<file path="src/rtl/featuremap_pad_writer.sv">
`default_nettype none
// ============================================================================
//  Module   : featuremap_pad_writer
//  Purpose  : Producer for the 8 per-channel feature-map FIFOs. Accepts a
//             raster stream of WIDTH x WIDTH pixels on 8 parallel channels,
//             adds a one-pixel zero border and writes (WIDTH+2)^2 words per
//             channel. All 8 FIFOs share one write strobe.
//  Ports    : clk, rst (sync, active-high)
//             data_in_channel0..7, valid_in  -> upstream pixel stream
//             ready_in                       <- pixel taken on valid & ready
//             fifo_afull0..7                 -> FIFO k has <=1 free entry
//             data_out_channel0..7, wrreq    <- registered FIFO write port
//             frame_done                     <- pulse with last frame write
//  Revision : 1.0  initial release
// ============================================================================
module featuremap_pad_writer #(
  parameter int DATA_WIDTH = 32,
  parameter int WIDTH      = 56
) (
  input  logic                  clk,
  input  logic                  rst,
  input  logic [DATA_WIDTH-1:0] data_in_channel0,
  input  logic [DATA_WIDTH-1:0] data_in_channel1,
  input  logic [DATA_WIDTH-1:0] data_in_channel2,
  input  logic [DATA_WIDTH-1:0] data_in_channel3,
  input  logic [DATA_WIDTH-1:0] data_in_channel4,
  input  logic [DATA_WIDTH-1:0] data_in_channel5,
  input  logic [DATA_WIDTH-1:0] data_in_channel6,
  input  logic [DATA_WIDTH-1:0] data_in_channel7,
  input  logic                  valid_in,
  output logic                  ready_in,
  input  logic                  fifo_afull0,
  input  logic                  fifo_afull1,
  input  logic                  fifo_afull2,
  input  logic                  fifo_afull3,
  input  logic                  fifo_afull4,
  input  logic                  fifo_afull5,
  input  logic                  fifo_afull6,
  input  logic                  fifo_afull7,
  output logic [DATA_WIDTH-1:0] data_out_channel0,
  output logic [DATA_WIDTH-1:0] data_out_channel1,
  output logic [DATA_WIDTH-1:0] data_out_channel2,
  output logic [DATA_WIDTH-1:0] data_out_channel3,
  output logic [DATA_WIDTH-1:0] data_out_channel4,
  output logic [DATA_WIDTH-1:0] data_out_channel5,
  output logic [DATA_WIDTH-1:0] data_out_channel6,
  output logic [DATA_WIDTH-1:0] data_out_channel7,
  output logic                  wrreq,
  output logic                  frame_done
);

  localparam int              POS_W     = $clog2(WIDTH + 2);
  localparam logic [POS_W-1:0] LAST_POS  = POS_W'(WIDTH + 1);
  localparam logic [POS_W-1:0] LAST_DATA = POS_W'(WIDTH);
  localparam logic [POS_W-1:0] POS_ONE   = POS_W'(1);

  typedef enum logic [2:0] {
    PAD_TOP    = 3'd0,
    ROW_LEFT   = 3'd1,
    ROW_DATA   = 3'd2,
    ROW_RIGHT  = 3'd3,
    PAD_BOTTOM = 3'd4
  } state_t;

  state_t                 state_q, state_d;
  logic [POS_W-1:0]       row_q, row_d;
  logic [POS_W-1:0]       col_q, col_d;
  logic                   wrreq_q, wrreq_d;
  logic                   frame_done_q, frame_done_d;
  logic [DATA_WIDTH-1:0]  data_q [8];
  logic [DATA_WIDTH-1:0]  data_d [8];
  logic [DATA_WIDTH-1:0]  din    [8];

  logic stall;
  logic in_data;
  logic write;

  assign din[0] = data_in_channel0;
  assign din[1] = data_in_channel1;
  assign din[2] = data_in_channel2;
  assign din[3] = data_in_channel3;
  assign din[4] = data_in_channel4;
  assign din[5] = data_in_channel5;
  assign din[6] = data_in_channel6;
  assign din[7] = data_in_channel7;

  assign stall = fifo_afull0 | fifo_afull1 | fifo_afull2 | fifo_afull3 |
                 fifo_afull4 | fifo_afull5 | fifo_afull6 | fifo_afull7;

  assign in_data = (state_q == ROW_DATA);
  // Pad cells never wait for upstream; data cells need a valid pixel.
  assign write    = ~rst & ~stall & (in_data ? valid_in : 1'b1);
  assign ready_in = ~rst & ~stall & in_data;

  always_comb begin
    state_d      = state_q;
    row_d        = row_q;
    col_d        = col_q;
    wrreq_d      = write;
    frame_done_d = write & (state_q == PAD_BOTTOM) & (col_q == LAST_POS);
    for (int k = 0; k < 8; k++) begin
      data_d[k] = (write & in_data) ? din[k] : '0;
    end

    if (write) begin
      if (col_q == LAST_POS) begin
        col_d = '0;
        row_d = (row_q == LAST_POS) ? '0 : row_q + POS_ONE;
      end else begin
        col_d = col_q + POS_ONE;
      end

      case (state_q)
        PAD_TOP:    if (col_q == LAST_POS) state_d = ROW_LEFT;
        ROW_LEFT:   state_d = ROW_DATA;
        ROW_DATA:   if (col_q == LAST_DATA) state_d = ROW_RIGHT;
        // row_q is the row just finishing; the last image row goes to bottom pad.
        ROW_RIGHT:  state_d = (row_q < LAST_DATA) ? ROW_LEFT : PAD_BOTTOM;
        PAD_BOTTOM: if (col_q == LAST_POS) state_d = PAD_TOP;
        default:    state_d = PAD_TOP;
      endcase
    end
  end

  always_ff @(posedge clk) begin
    if (rst) begin
      state_q      <= PAD_TOP;
      row_q        <= '0;
      col_q        <= '0;
      wrreq_q      <= 1'b0;
      frame_done_q <= 1'b0;
      for (int k = 0; k < 8; k++) begin
        data_q[k] <= '0;
      end
    end else begin
      state_q      <= state_d;
      row_q        <= row_d;
      col_q        <= col_d;
      wrreq_q      <= wrreq_d;
      frame_done_q <= frame_done_d;
      for (int k = 0; k < 8; k++) begin
        data_q[k] <= data_d[k];
      end
    end
  end

  assign wrreq             = wrreq_q;
  assign frame_done        = frame_done_q;
  assign data_out_channel0 = data_q[0];
  assign data_out_channel1 = data_q[1];
  assign data_out_channel2 = data_q[2];
  assign data_out_channel3 = data_q[3];
  assign data_out_channel4 = data_q[4];
  assign data_out_channel5 = data_q[5];
  assign data_out_channel6 = data_q[6];
  assign data_out_channel7 = data_q[7];

endmodule
`default_nettype wire
</file>
<file path="config.mk">
export PLATFORM = sky130hd
export DESIGN_NAME = featuremap_pad_writer
export DESIGN_NICKNAME = d
export VERILOG_FILES = /design/src/rtl/featuremap_pad_writer.sv
export SDC_FILE = /design/constraint.sdc
export NUM_CORES = 1
export LEC_CHECK = 0
export ABC_AREA = 1
export CELL_PAD_IN_SITES_DETAIL_PLACEMENT = 2
export CELL_PAD_IN_SITES_GLOBAL_PLACEMENT = 2
export CORE_MARGIN = 2
export CORE_UTILIZATION = 21
export CTS_CLUSTER_SIZE = 28
export DETAILED_ROUTE_END_ITERATION = 10
export PLACE_DENSITY_LB_ADDON = 0.1
export SYNTH_ARGS = -nofsm -noshare
export SYNTH_HDL_FRONTEND = slang
export SYNTH_SLANG_ARGS = --single-unit
</file>
<file path="constraint.sdc">
create_clock -name clk -period 1.3 [get_ports clk]
set_input_delay 0.26 -clock clk [delete_from_list [all_inputs] [get_ports clk]]
set_output_delay 0.26 -clock clk [all_outputs]
set_load 0.02 [all_outputs]
</file>
# After elaboration in Yosys (flattened, before gate mapping)
# Memory sizes are Yosys's and may differ from the RTL's.
# Cells that the tools add are included.
# classes
eq_ne	10
mul	0
n_addsub	2
n_shift	0
div	0
n_reduce_logical	3
n_mux	27
magnitude_cmp	1
bitwise	23
# ops
operator	n
$mux 32	16
$eq 6x6->1 const B	3
$or 1x1->1	15
$pmux 3 s5	1
$add 6x1->6 const B	2
$mux 3	4
$mux 6	2
$and 1x1->1	6
$eq 3x2->1 const B	2
$lt 6x6->1 const B	1
$mux 1	4
$ne 2x1->1 const B	2
$reduce_and 4->1	1
$eq 3x1->1 const B	1
$eq 3x3->1 const B	1
$logic_not 3->1	1
$ne 2x2->1 const B	1
$not 1->1	2
$reduce_and 2->1	1
# word_totals
out_inout_bits	259
mem_bits_ro	0
elab_cells	72
ram_bits	256
memories	1
latchBits	0
regBits	17
input_bits	267
# mem_list
memory	words	width	read_ports	rd_ports_with_merged_regs	wr	line_no	text
data_q	8	32	8	0	8	70	logic [DATA_WIDTH-1:0] data_q [8];

# Longest topological paths before layout
# depth
word_depth	13
mapped_depth	10
ltp_nobuf	10

# Worst setup path before layout
# No wires, ideal clock.
# synth_path
path_kind	input port to flip-flop
start	input fifo_afull1
end	memory data_q[0][0]
n_path_buf	2
cell_stages	9
arrival_time_ns	1.285
setup_ns	0.061
slack_ns	-0.046
path_cell_list	nor2_1 -> inv_1 -> nor2_2 -> nand2_2 -> nor2_4 -> nand2_4 -> buf_12 -> buf_12 -> nor2_4
# synth_lines
element	line_no	text
from (decl)	33	input logic fifo_afull1,
to (decl)	70	

==> impl_metrics.tcl <==
set metrics [dict create \
    run_status "finished with violations" \
    violations "negative setup slack" \
    cts_root_buffer "clkbuf_16" \
    worstHoldStart "data_in_channel6[28]" \
    rsz0062_at_grt "true" \
    final-instance-count-excl-fill 2247 \
    cts_buffers 36 \
    ctsHoldBuffers 0 \
    grt_overflow_total 0 \
    cp_slowest_stage_delay_ps 320 \
    fin_hold_ws_ps 260.1 \
    area_growth_pct 83.53 \
    cts_max_level 2 \
    cts.sinks 273 \
    most-common-layout-cells "275 x inv_1, 259 x clkdlybuf4s50_1, 227 x nor2_4" \
    ys_seq_area_share_pct 53.50 \
    via_per_inst 3.674 \
    hold_path_end "data_q[0][220]" \
    antenna_found_initial 10 \
    tightest_slew_ps 601.6 \
    hp-class "input pin to flip-flop" \
    slew_headroom_pct 59.83 \
    grt_pass1_wl_microns 57700 \
    hold_depth 3 \
    timing.final.crit_share_pct 118.4 \
    finalMaxSlewViolations 0 \
    syn_area_sq_um 10220 \
    clockPowerShare_pct 50.5 \
    vias 8255 \
    initial_utilization_pct 21.35 \
    finalWorstPathRequiredPeriod_ps 1539 \
    cts_buffer_depth 3 \
    ys_warn_count 0 \
    start_kind "flip-flop" \
    p_sw_share_pct 22.45 \
    wire_per_inst_microns 18.48 \
    grt.total_usage_pct 15.74 \
    setup_violations 272 \
    timing.rr.end "data_q[0][34]" \
    final_core_util_pct 39.19 \
    skew_ps 17.69 \
    drc 0 \
    crit_type "flip-flop to flip-flop" \
    io_pins 526 \
    required_ps 1770 \
    total_power_mw 19.41 \
    pwr-share-seq_pct 43.1 \
    postSynthAreaPerCell_sq_um 10.60 \
    ys_types 24 \
    postSynthNetCount 1236 \
    dpl.cell_count 2146 \
    finalNetCount 1872 \
    critPathMaxFanout 9 \
    arrival_ps 2010 \
    mostFrequentLayoutCell "inv_1" \
    gp_congestion 0.7741 \
    r2r_slack_ps -240 \
    p_leak_nw 8.569 \
    cap_violations 0 \
    rows 80 \
    synth-seq-cells 273 \
    setup_ws_ps -239.2 \
    cpMostUsedCell "nor2_4" \
    hold_violations 0 \
    grt_pass1_vias 8584 \
    placed_cell_area_sq_um 16590 \
    rr_startpoint "state_q[0]" \
    cts.clk_slew.worst_paths_ps 60 \
    p_int_mw 15.05 \
    critPathSlowestCell "dfxtp_2" \
    syn_inst 964 \
    drtIter0Drc 185 \
    die-area_sq_um 50430 \
    wl_microns 41530 \
    drtPass1Iterations 4 \
    fmax_ghz 0.6497 \
    crit_start "state_q[0]" \
    hpwl_microns 31740 \
    combPwrFrac_pct 6.4 \
    peakVddDrop_v 0.0006624 \
    port_buffers 525 \
    p_per_area_nw_per_um2 1035 \
    clock_latency_ps 540 \
    die_w_microns 224.6 \
    cts_tree "built" \
    layout-drive-gt1-share_pct 48.89 \
    p_switching_mw 4.357 \
    cp-end-kind "flip-flop" \
    reg2reg_depth 9 \
    die_h_microns 224.6 \
    drtAntennaViolNets 0 \
    grt_max_degree 23 \
    crit_chain "inv_2 -> nand3_4 -> nor2_4 -> buf_4 -> buf_8 -> nand2_8 -> buf_16 -> clkbuf_16 -> nor2_4" \
    stdcell_area_sq_um 18750 \
    core_region_area_sq_um 47850 \
]
==> area by class of cell <==
class	instances	area (sq um)
Timing Repair Buffer	626	6590
Antenna cell	8	20.02
Sequential cell	273	5570
Clock inverter	5	42.54
Tap cell	615	769.5
Multi-Input combinational cell	382	3575
Inverter	281	1060
Clock buffer	57	1122
Fill cell	5084	29100
==> critical path: cells and delay by family, from the launching register on <==
family	cells	cell delay, ps
DFF	1	320
and+or+nand+nor	4	400
buffers and inverters	5	740
==> per-layer routing <==
layer,global-route usage [%],vias to the layer above,wire [microns]
met3,6.427,47,3396
met1,15.90,3955,14430
met2,29.44,276,23000
li1,-,3971,-
met5,0,-,38
met4,4.700,6,661
==> cells in the mapped netlist <==
| cell | count | area, sq um |
|---|---|---|
| nor2_4 | 213 | 2399 |
| xor2_1 | 3 | 26.28 |
| nand2_2 | 3 | 18.77 |
| nand4_1 | 4 | 25.02 |
| nand3_2 | 1 | 10.01 |
| nor2_1 | 72 | 270.3 |
| nand3b_1 | 1 | 7.510 |
| inv_1 | 281 | 1055 |
| ha_1 | 5 | 62.56 |
| nand3b_2 | 1 | 11.26 |
| nand2_1 | 44 | 165.2 |
| or2_2 | 1 | 6.260 |
| xnor2_1 | 1 | 8.760 |
| buf_6 | 5 | 56.30 |
| buf_12 | 22 | 440.4 |
| buf_2 | 2 | 10.01 |
| nor2_2 | 3 | 18.77 |
| o21ai_0 | 2 | 10.01 |
| nor3_1 | 2 | 10.01 |
| a21oi_1 | 5 | 25.02 |
| nand2_4 | 2 | 22.52 |
| dfxtp_1 | 273 | 5465 |
| a22oi_1 | 1 | 7.510 |
| nand3_1 | 17 | 85.08 |
==> metrics by stage <==
stage                     setup WS (ps)  TNS (ps)
after global placement           -737.2   -156330
after detailed placement         -776.6   -169320
after global routing             -276.7    -54690
after CTS                        -238.3    -36420
final                            -239.2    -41950
after floorplan                  -2.012    -402.4
==> cell families after synthesis <==
| group | share of synthesized area (%) |
|---|---|
| buffers and inverters | 15.28 |
| flip-flops | 53.50 |
| adder cells (fa/ha/maj) | 0.6124 |
| AND/OR/NAND/NOR | 29.85 |
| AO/OA/AOI/OAI | 0.4164 |
| XOR/XNOR | 0.3430 |
==> what timing repair did <==
action / CTS / global route
resized for setup: 1368 / 286
setup buffers: 4 / 11
cloned: 6 / 12
pin swaps: 18 / 19
setup endpoints to repair: 520 / 406
==> sequential cells by signal, summed over array words and instances, names as in the netlist <==
register    count
frame_done      1
state_q         3
data_q        256
row_q           6
wrreq           1
col_q           6
==> worst max-delay path by stage <==
stage               slack, ps            end
finish                   -240  data_q[0][34]
global placement         -740       ready_in
floorplan                  -2   data_q[0][0]
CTS                      -240       ready_in
detailed placement       -780       ready_in
global route             -280  data_q[0][34]
==> power groups by stage <==
| stage | clock, mW | sequential, mW | combinational [mW] |
|---|---|---|---|
| final | 9.81 | 8.36 | 1.24 |
| after global routing | 10.6 | 8.36 | 1.34 |
| after CTS | 10.3 | 8.36 | 1.23 |
| after detailed placement | 0 | 8.55 | 1.22 |
| after global placement | 0 | 8.55 | 1.19 |
| after floorplan | 0 | 8.55 | 0.356 |
No activity file was read; power rests on OpenSTA's default activity.
